<file path="config.mk">
export PLATFORM = sky130hd
export DESIGN_NAME = mux_tdm_scanner
export DESIGN_NICKNAME = d
export VERILOG_FILES = /design/src/rtl/mux_pkg.sv /design/src/rtl/mux_scan_counter.sv /design/src/rtl/mux_tdm_scanner.sv
export SDC_FILE = /design/constraint.sdc
export NUM_CORES = 1
export LEC_CHECK = 0
export CORE_ASPECT_RATIO = 0.7
export CORE_MARGIN = 2
export CORE_UTILIZATION = 30
export DETAILED_ROUTE_END_ITERATION = 7
export MAX_ROUTING_LAYER = met4
export SLEW_MARGIN = 20
export SYNTH_ARGS = -nofsm -noshare
export SYNTH_HDL_FRONTEND = slang
export SYNTH_SLANG_ARGS = --single-unit
</file>
<file path="constraint.sdc">
create_clock -name clk -period 2.7 [get_ports clk]
set_input_delay 0.54 -clock clk [delete_from_list [all_inputs] [get_ports clk]]
set_output_delay 0.54 -clock clk [all_outputs]
set_load 0.02 [all_outputs]
</file>
<file path="src/rtl/mux_pkg.sv">
// Shared definitions for the parametrised mux family: mode encodings and a
// clog2 helper that never returns a zero width.
package mux_pkg;

  localparam logic MODE_AUTO = 1'b0;
  localparam logic MODE_MAN  = 1'b1;

  function automatic int unsigned clog2_min1(input int unsigned v);
    return (v <= 2) ? 1 : $clog2(v);
  endfunction

endpackage

</file>
<file path="src/rtl/mux_scan_counter.sv">
// Auto-scan channel sequencer: dwell counter plus wrapping channel index,
// zeroed when the owning mux changes mode.
module mux_scan_counter
  import mux_pkg::*;
#(
  parameter int unsigned N_CH  = 4,
  parameter int unsigned DWELL = 1,
  localparam int unsigned SELW = clog2_min1(N_CH)
) (
  input  logic            clk,
  input  logic            rst_n,
  input  logic            step,
  input  logic            restart,
  output logic [SELW-1:0] idx,
  output logic            first
);

  localparam int unsigned DWW = clog2_min1(DWELL + 1);
  localparam logic [SELW-1:0] LAST_IDX = SELW'(N_CH - 1);
  localparam logic [DWW-1:0]  DWELL_W  = DWW'(DWELL);

  logic [SELW-1:0] idx_q, idx_d, idx_cur;
  logic [DWW-1:0]  cnt_q, cnt_d, cnt_cur, cnt_inc;

  // A restart applies to the same load that triggers it, so the current
  // position is overridden combinationally rather than one cycle later.
  always_comb begin
    idx_cur = restart ? '0 : idx_q;
    cnt_cur = restart ? '0 : cnt_q;
    cnt_inc = cnt_cur + DWW'(1);
    idx_d   = idx_cur;
    cnt_d   = cnt_cur;
    if (step) begin
      if (cnt_inc == DWELL_W) begin
        cnt_d = '0;
        idx_d = (idx_cur == LAST_IDX) ? '0 : idx_cur + SELW'(1);
      end else begin
        cnt_d = cnt_inc;
      end
    end
  end

  always_ff @(posedge clk or negedge rst_n) begin
    if (!rst_n) begin
      idx_q <= '0;
      cnt_q <= '0;
    end else begin
      idx_q <= idx_d;
      cnt_q <= cnt_d;
    end
  end

  assign idx   = idx_cur;
  assign first = (idx_cur == '0) && (cnt_cur == '0);

endmodule

</file>
<file path="src/rtl/mux_tdm_scanner.sv">
// N-channel registered mux with auto TDM scan or manual select, presenting
// one sample at a time on a valid/ready output.
module mux_tdm_scanner
  import mux_pkg::*;
#(
  parameter int unsigned N_CH  = 4,
  parameter int unsigned WIDTH = 8,
  parameter int unsigned DWELL = 1,
  localparam int unsigned SELW = clog2_min1(N_CH)
) (
  input  logic                  clk,
  input  logic                  rst_n,
  input  logic [N_CH*WIDTH-1:0] d,
  input  logic                  en,
  input  logic                  mode,
  input  logic [SELW-1:0]       sel_man,
  output logic [WIDTH-1:0]      y,
  output logic [SELW-1:0]       y_ch,
  output logic                  y_valid,
  input  logic                  y_ready,
  output logic                  frame_start,
  output logic                  sel_err
);

  localparam logic [SELW-1:0] LAST_IDX = SELW'(N_CH - 1);
  localparam logic [SELW:0]   NCH_W    = (SELW + 1)'(N_CH);

  logic [WIDTH-1:0] ch_data [N_CH];

  for (genvar k = 0; k < N_CH; k++) begin : g_unpack
    assign ch_data[k] = d[k*WIDTH +: WIDTH];
  end

  logic            load, auto, restart, step, first, sel_bad, mode_q;
  logic [SELW-1:0] scan_idx, sel;

  assign load    = en && (!y_valid || y_ready);
  assign auto    = (mode == MODE_AUTO);
  // mode_q only moves on loads, so a mode flip during a stall is seen at the
  // first load after it.
  assign restart = load && (mode != mode_q);
  assign step    = load && auto;

  mux_scan_counter #(
    .N_CH  (N_CH),
    .DWELL (DWELL)
  ) u_scan (
    .clk     (clk),
    .rst_n   (rst_n),
    .step    (step),
    .restart (restart),
    .idx     (scan_idx),
    .first   (first)
  );

  always_comb begin
    sel_bad = 1'b0;
    sel     = scan_idx;
    if (!auto) begin
      sel_bad = ({1'b0, sel_man} >= NCH_W);
      sel     = sel_bad ? LAST_IDX : sel_man;
    end
  end

  always_ff @(posedge clk or negedge rst_n) begin
    if (!rst_n) begin
      y           <= '0;
      y_ch        <= '0;
      y_valid     <= 1'b0;
      frame_start <= 1'b0;
      sel_err     <= 1'b0;
      mode_q      <= MODE_AUTO;
    end else if (load) begin
      y           <= ch_data[sel];
      y_ch        <= sel;
      y_valid     <= 1'b1;
      frame_start <= auto && first;
      sel_err     <= sel_bad;
      mode_q      <= mode;
    end else if (y_valid && y_ready) begin
      y_valid <= 1'b0;
    end
  end

endmodule

</file>
==> results of run 1 <==
[area by class of cell]
class                      instances  share of cell area (%)
inverter                           4                   0.789
timing repair buffer              60                    30.3
clock buffer                       4                    2.89
multi-input combinational        119                    41.6
sequential                        16                    21.1
tap                               52                    3.42
[cells in the mapped netlist, drive strengths merged, types with 2 or more instances]
library cell   n  share of area [%]
a31oi          3                1.5
dfrtp         16                 31
nor3           9                3.5
o21ai         11                4.3
a21oi          3                1.2
o311ai         8                5.4
o32ai          8                5.4
and2           2                1.1
inv            4                1.2
buf            8                5.1
nor2          20                6.0
nor2b          3                1.5
nor4b          2                1.4
a311oi         8                5.4
clkbuf         4                1.3
and3           8                3.9
nand2         12                3.7
mux2i          8                6.2
[flip-flops by register name, indices dropped and copies added, names as in the netlist]
signal,cells
y_ch,2
frame_start,1
u_scan.cnt_q,1
mode_q,1
y,8
y_valid,1
u_scan.idx_q,2
[power breakdown]
group | switching, mW | leakage [nW] | internal, mW | total [mW]
Sequential | 0.0545 | 0.188 | 0.297 | 0.351
Clock | 0.0881 | 0.0288 | 0.129 | 0.217
Combinational | 0.243 | 0.535 | 0.252 | 0.496
Total | 0.386 | 0.752 | 0.678 | 1.06
[per-stage QoR]
step	power, mW	area [µm²]	util, %	hold WS (ps)	worst slack (ps)
final	1.06	1900	47.3	526	483
after global routing	1.14	1900	47.3	541	396
after CTS	1.07	1900	47.3	528	515
after detailed placement	0.849	1850	46.0	508	260
after global placement	0.837	1850	46.0	495	314
after floorplan	0.618	1290	-	244	687
[per-layer routing]
metal,GRT usage (%),part of all wire [%]
met2,28.3,43
met4,5.24,1.6
met5,-,0
met1,27.4,49
met3,3.37,6.3
[cells by family (layout without fill, tap and decap cells)]
| group | Yosys count | after routing | synth area share [%] |
|---|---|---|---|
| xor+xnor | 1 | 1 | 0.680 |
| compound gates | 48 | 48 | 29.3 |
| buf+inv | 16 | 68 | 7.48 |
| simple gates | 59 | 59 | 23.1 |
| fa+ha+maj | 1 | 1 | 0.972 |
| flops | 16 | 16 | 31.1 |
| other cells | 1 | 1 | 0.291 |
| mux | 9 | 9 | 7.09 |
[path summary, 6_finish.rpt]
kind	from	to	slack (ps)
min reg2reg	frame_start	frame_start	530
max reg2reg	y_valid	u_scan.idx_q[1]	910
max in group asynchronous	rst_n	y[7]	1460
max	mode	y[7]	480
min in group asynchronous	rst_n	y[4]	740
min	frame_start	frame_start	530
==> results.md, run 1 <==
- Status: complete, no violations
- Syn nets: 191
- Sequential element share of the synthesized area: 31.1%
- Die width: 82.3 µm
- Syn Area/Cell: 8.53 µm²
- FP Rows: 19
- Seq cells post-synth: 16
- TritonRoute pass-1 iters: 4
- Post-DP HPWL: roughly 3.2 mm
- Final Critical Period: 2220 ps
- Dpl cells: 251
- Min-delay worst type: reg2reg
- Grt total ovfl: 0
- Layout net count: 244
- Crit path max-delay cell type: o31ai_2
- CORE AREA: between 4000 and 5000 µm²
- Final setup viols: 0
- Final ANT Viol Nets: 0
- Mapped Area: around 1300 µm²
- Cell depth of the worst setup path: 4
- Synth Flop Type: dfrtp_1
- Num Clock Sinks: 16
- Most frequent cells in the layout: clkdlybuf4s50_1, nor2_1, dfrtp_1
- IO buf count: 50
- Vias: 1409
- Synth warn: 0
- Worst Reg-to-Reg Cells: 8
- Slowest stage delay, CP: 790 ps
- Number of synthesized flops with an enable pin: 0
- Iteration-0 DRC Markers: between 90 and 100
- CTS tree: done
- Syn Inst Count: 151
- Post-CTS Setup Bufs: 0
- CP cell instances: clkdlybuf4s50_1 > o31ai_2 > nor3_1 > o32ai_1
- Via count of the first global-routing pass: 1380
- Startpoint Class: input port
- Clk buf depth: 2
- Worst-Margin Slew: 825 ps
- FILL cells: 385
- Worst skew pair latency: 250 ps
- Worst Hold Path Cells: 1
- Area of the multi-input gates: 791 µm²
- Diode count: 0
- Commonest non-fill, non-tap cell in the layout: clkdlybuf4s50_1
- GPL Wtd Cong: approximately 0.85
- Share of layout cells above drive strength 1: just over 10%
- MaxCap Viol Count: 0
- Htree depth: 1
- Initial antenna violation count: 0
- Setup_tns: 0 ps
- Die Ht: 58.8 µm
- Root buffer cell: clkbuf_8
- Final hold vios: 0
- WL final: 4.29 mm
- Number of top-level pins: 52
- Area Growth Syn to Fin: 47.7%
- Worst Path Class, Setup: in2reg
- Leakage: roughly 0.75 nW
- Fin crit share: 82.1%
- Post-Layout Cell Count: 255
- Post-cts sizing count: 0
- Gr usage total: between 10% and 20%
- Total CTS buffers: 3
- CP required: ~2800 ps
- Fraction of registers with async set/reset: 100%
- Clock-pin transition on the worst setup and hold timing paths: 70 ps
- Power per Cell Area: 560 nW/µm²
- Unrepaired setup endpoints after global routing: no
- Sequential cell area: 400 µm²
- Buf/Inv on CP: 1
- Die area: 4840 µm²
- Crit path DAT: between 2000 and 2500 ps
- Global-route wire length before repair: 6.83 mm
- DR DRC count: 0
- Clock Skew: 5.67 ps
- Max-slew violation count: 0
- Relative slew slack: roughly 45%
- Fmax: about 450 MHz
- Yosys cell types: 38
- Vias per inst: 5.53
- Cell family with most CP delay: compound AO/OA/AOI/OAI gates
- CP Max Fanout: 10
- Pin count of the biggest net entering global routing: 18
- Starting density of the core: 32.0%
- Hold-fix buffers at CTS: 0
- WL/cell: 16.8 µm
- Peak supply drop: 0.000251 V
- Crit end category: flop
Note: power is estimated with default switching activity, not from simulation.
==> inputs of run 2 (changes only) <==
Clock period 2.7 ns to 2.2 ns, I/O delays scaled along.
==> run 2 against run 1 <==
Critical path depth rose by 1. Sequential share of layout area fell by 0.49 points. Non-clock buffer count rose by 6. Sequential power rose by 22%. Die area did not move. Setup slack got worse by 250 ps. Cell area rose by 2.4%. Combinational power rose by 25%.
==> results.md, run 2 (same netlist as run 1, synthesis figures left out) <==
- Max-slew violation count: 0 (unchanged)
- Layout net count: 250 (+2.5%)
- Die area: 4840 µm² (unchanged)
- Post-DP HPWL: 3.40 mm (+5.6%)
- MaxCap Viol Count: 0 (unchanged)
- Number of top-level pins: 52 (unchanged)
- Via count of the first global-routing pass: 1425 (+3.3%)
- Share of layout cells above drive strength 1: 12.9% (+2.6 points)
- Commonest non-fill, non-tap cell in the layout: clkdlybuf4s50_1
- Power per Cell Area: 679 nW/µm² (+21%)
- Root buffer cell: clkbuf_8
- Max FFs per register: 8 (unchanged)
- Diode count: 0 (unchanged)
- Die width: 82.3 µm (unchanged)
- Gr usage total: 20.4% (+1.1 points)
- Unrepaired setup endpoints after global routing: no
- Clk buf depth: 2 (unchanged)
- Crit path DAT: 2120 ps (-240 ps)
- Htree depth: 1 (unchanged)
- FP Rows: 19 (unchanged)
- Placed inst area: 1890 µm² (+2.4%)
- Final core occ: 48.5% (+1.1 points)
- Dpl cells: 257 (+2.4%)
- Final setup viols: 0 (unchanged)
- Final hold vios: 0 (unchanged)
- Final WS setup: 235 ps (-248 ps)
- WL final: 4.52 mm (+5.4%)
- Global-route wire length before repair: 7.04 mm (+3.1%)
- Clock-pin transition on the worst setup and hold timing paths: 70 ps (about the same)
- Status: complete, no violations
- Vias per inst: 5.66 (+2.3%)
- Most frequent cells in the layout: clkdlybuf4s50_1, nor2_1, dfrtp_1, buf_4
- Leakage: 0.780 nW (+3.8%)
- Vias: 1476 (+4.8%)
- Biggest regs: y: 8 flops, u_scan.idx_q: 2 flops, y_ch: 2 flops
- Final Critical Period: 1960 ps
- Worst skew pair latency: 260 ps (about the same)
- IO buf count: 50 (unchanged)
- Total power: 1.32 mW (+24%)
- Setup_tns: 0 ps (unchanged)
- Area Growth Syn to Fin: 51.2%
- CORE AREA: 4020 µm² (unchanged)
- Clock Skew: 1.45 ps (-4.21 ps)
- DR DRC count: 0 (unchanged)
- Worst-Margin Slew: 685 ps (-139 ps)
- CTS tree: done
- Die Ht: 58.8 µm (unchanged)
- Total CTS buffers: 3 (unchanged)
- Worst Path Class, Setup: in2reg
- Iteration-0 DRC Markers: 90 (-5.3%)
- Relative slew slack: 54.0% (+9.3 points)
- Post-Layout Cell Count: 261 (+2.4%)
- Final ANT Viol Nets: 0 (unchanged)
- Final instance area: 1950 µm² (+2.4%)
- Fmax: 509 MHz
- WL/cell: 17.3 µm (+3.0%)
- Starting density of the core: 32.0% (unchanged)
- Pin count of the biggest net entering global routing: 19 (+1)
- Initial antenna violation count: 0 (unchanged)
- Fin crit share: just under 90%
- Post-CTS Setup Bufs: 0 (unchanged)
- CP Max Fanout: 8 (-2)
- GPL Wtd Cong: 0.911 (+7.7%)
- Hold Worst Slack: 502 ps (-24.3 ps)
- TritonRoute pass-1 iters: 4 (unchanged)
- Post-cts sizing count: 0 (unchanged)
- Top reg by flops: y
- Grt total ovfl: 0 (unchanged)
- CP required: 2360 ps (-480 ps)
- Hold-fix buffers at CTS: 0 (unchanged)
- Min-delay worst type: in2async
- Startpoint Class: input port
- Place WS: -82.2 ps (-343 ps)
- Crit end category: flop
- Peak supply drop: 0.000268 V (+6.4%)
- Num Clock Sinks: 16 (unchanged)
## run 2: routing by layer
metal  share of wire (%)  wire length, µm  global-route usage, %
met1                  47             2130                   29.2
met2                  42             1910                   28.0
met3                 8.6              390                   3.83
met4                 1.9               85                   8.57
met5                   0                0                      -
## run 2: final timing paths
check                                  endpoint  cells after the start        start  slack [ps]
min in group clk                    frame_start                      1  frame_start         520
worst max-delay path                       y[4]                      5         mode         240
worst min-delay path                    y_valid                      2        rst_n         500
worst max register to register  u_scan.idx_q[1]                      7       mode_q         460
worst min register to register      frame_start                      1  frame_start         520
max in group asynchronous                  y[0]                      2        rst_n        1510
## run 2: layout make-up
type	count	area, µm²
Tap cell	52	65.1
Multi-Input combinational cell	119	791
Sequential cell	16	400
Inverter	4	15.0
Fill cell	377	2070
Timing Repair Buffer	66	621
Clock buffer	4	55.1
## run 2: worst max-delay path, cell delays in order
cell	delay [ps]
clkdlybuf4s50_1	480
buf_4	200
o31ai_2	600
nor3_1	110
o32ai_1	290
## run 2: where the power goes
part | leakage, nW | total, mW | internal, mW | switching [mW]
clock network | 0.0288 | 0.276 | 0.159 | 0.117
registers | 0.188 | 0.427 | 0.364 | 0.0631
logic | 0.564 | 0.619 | 0.313 | 0.306
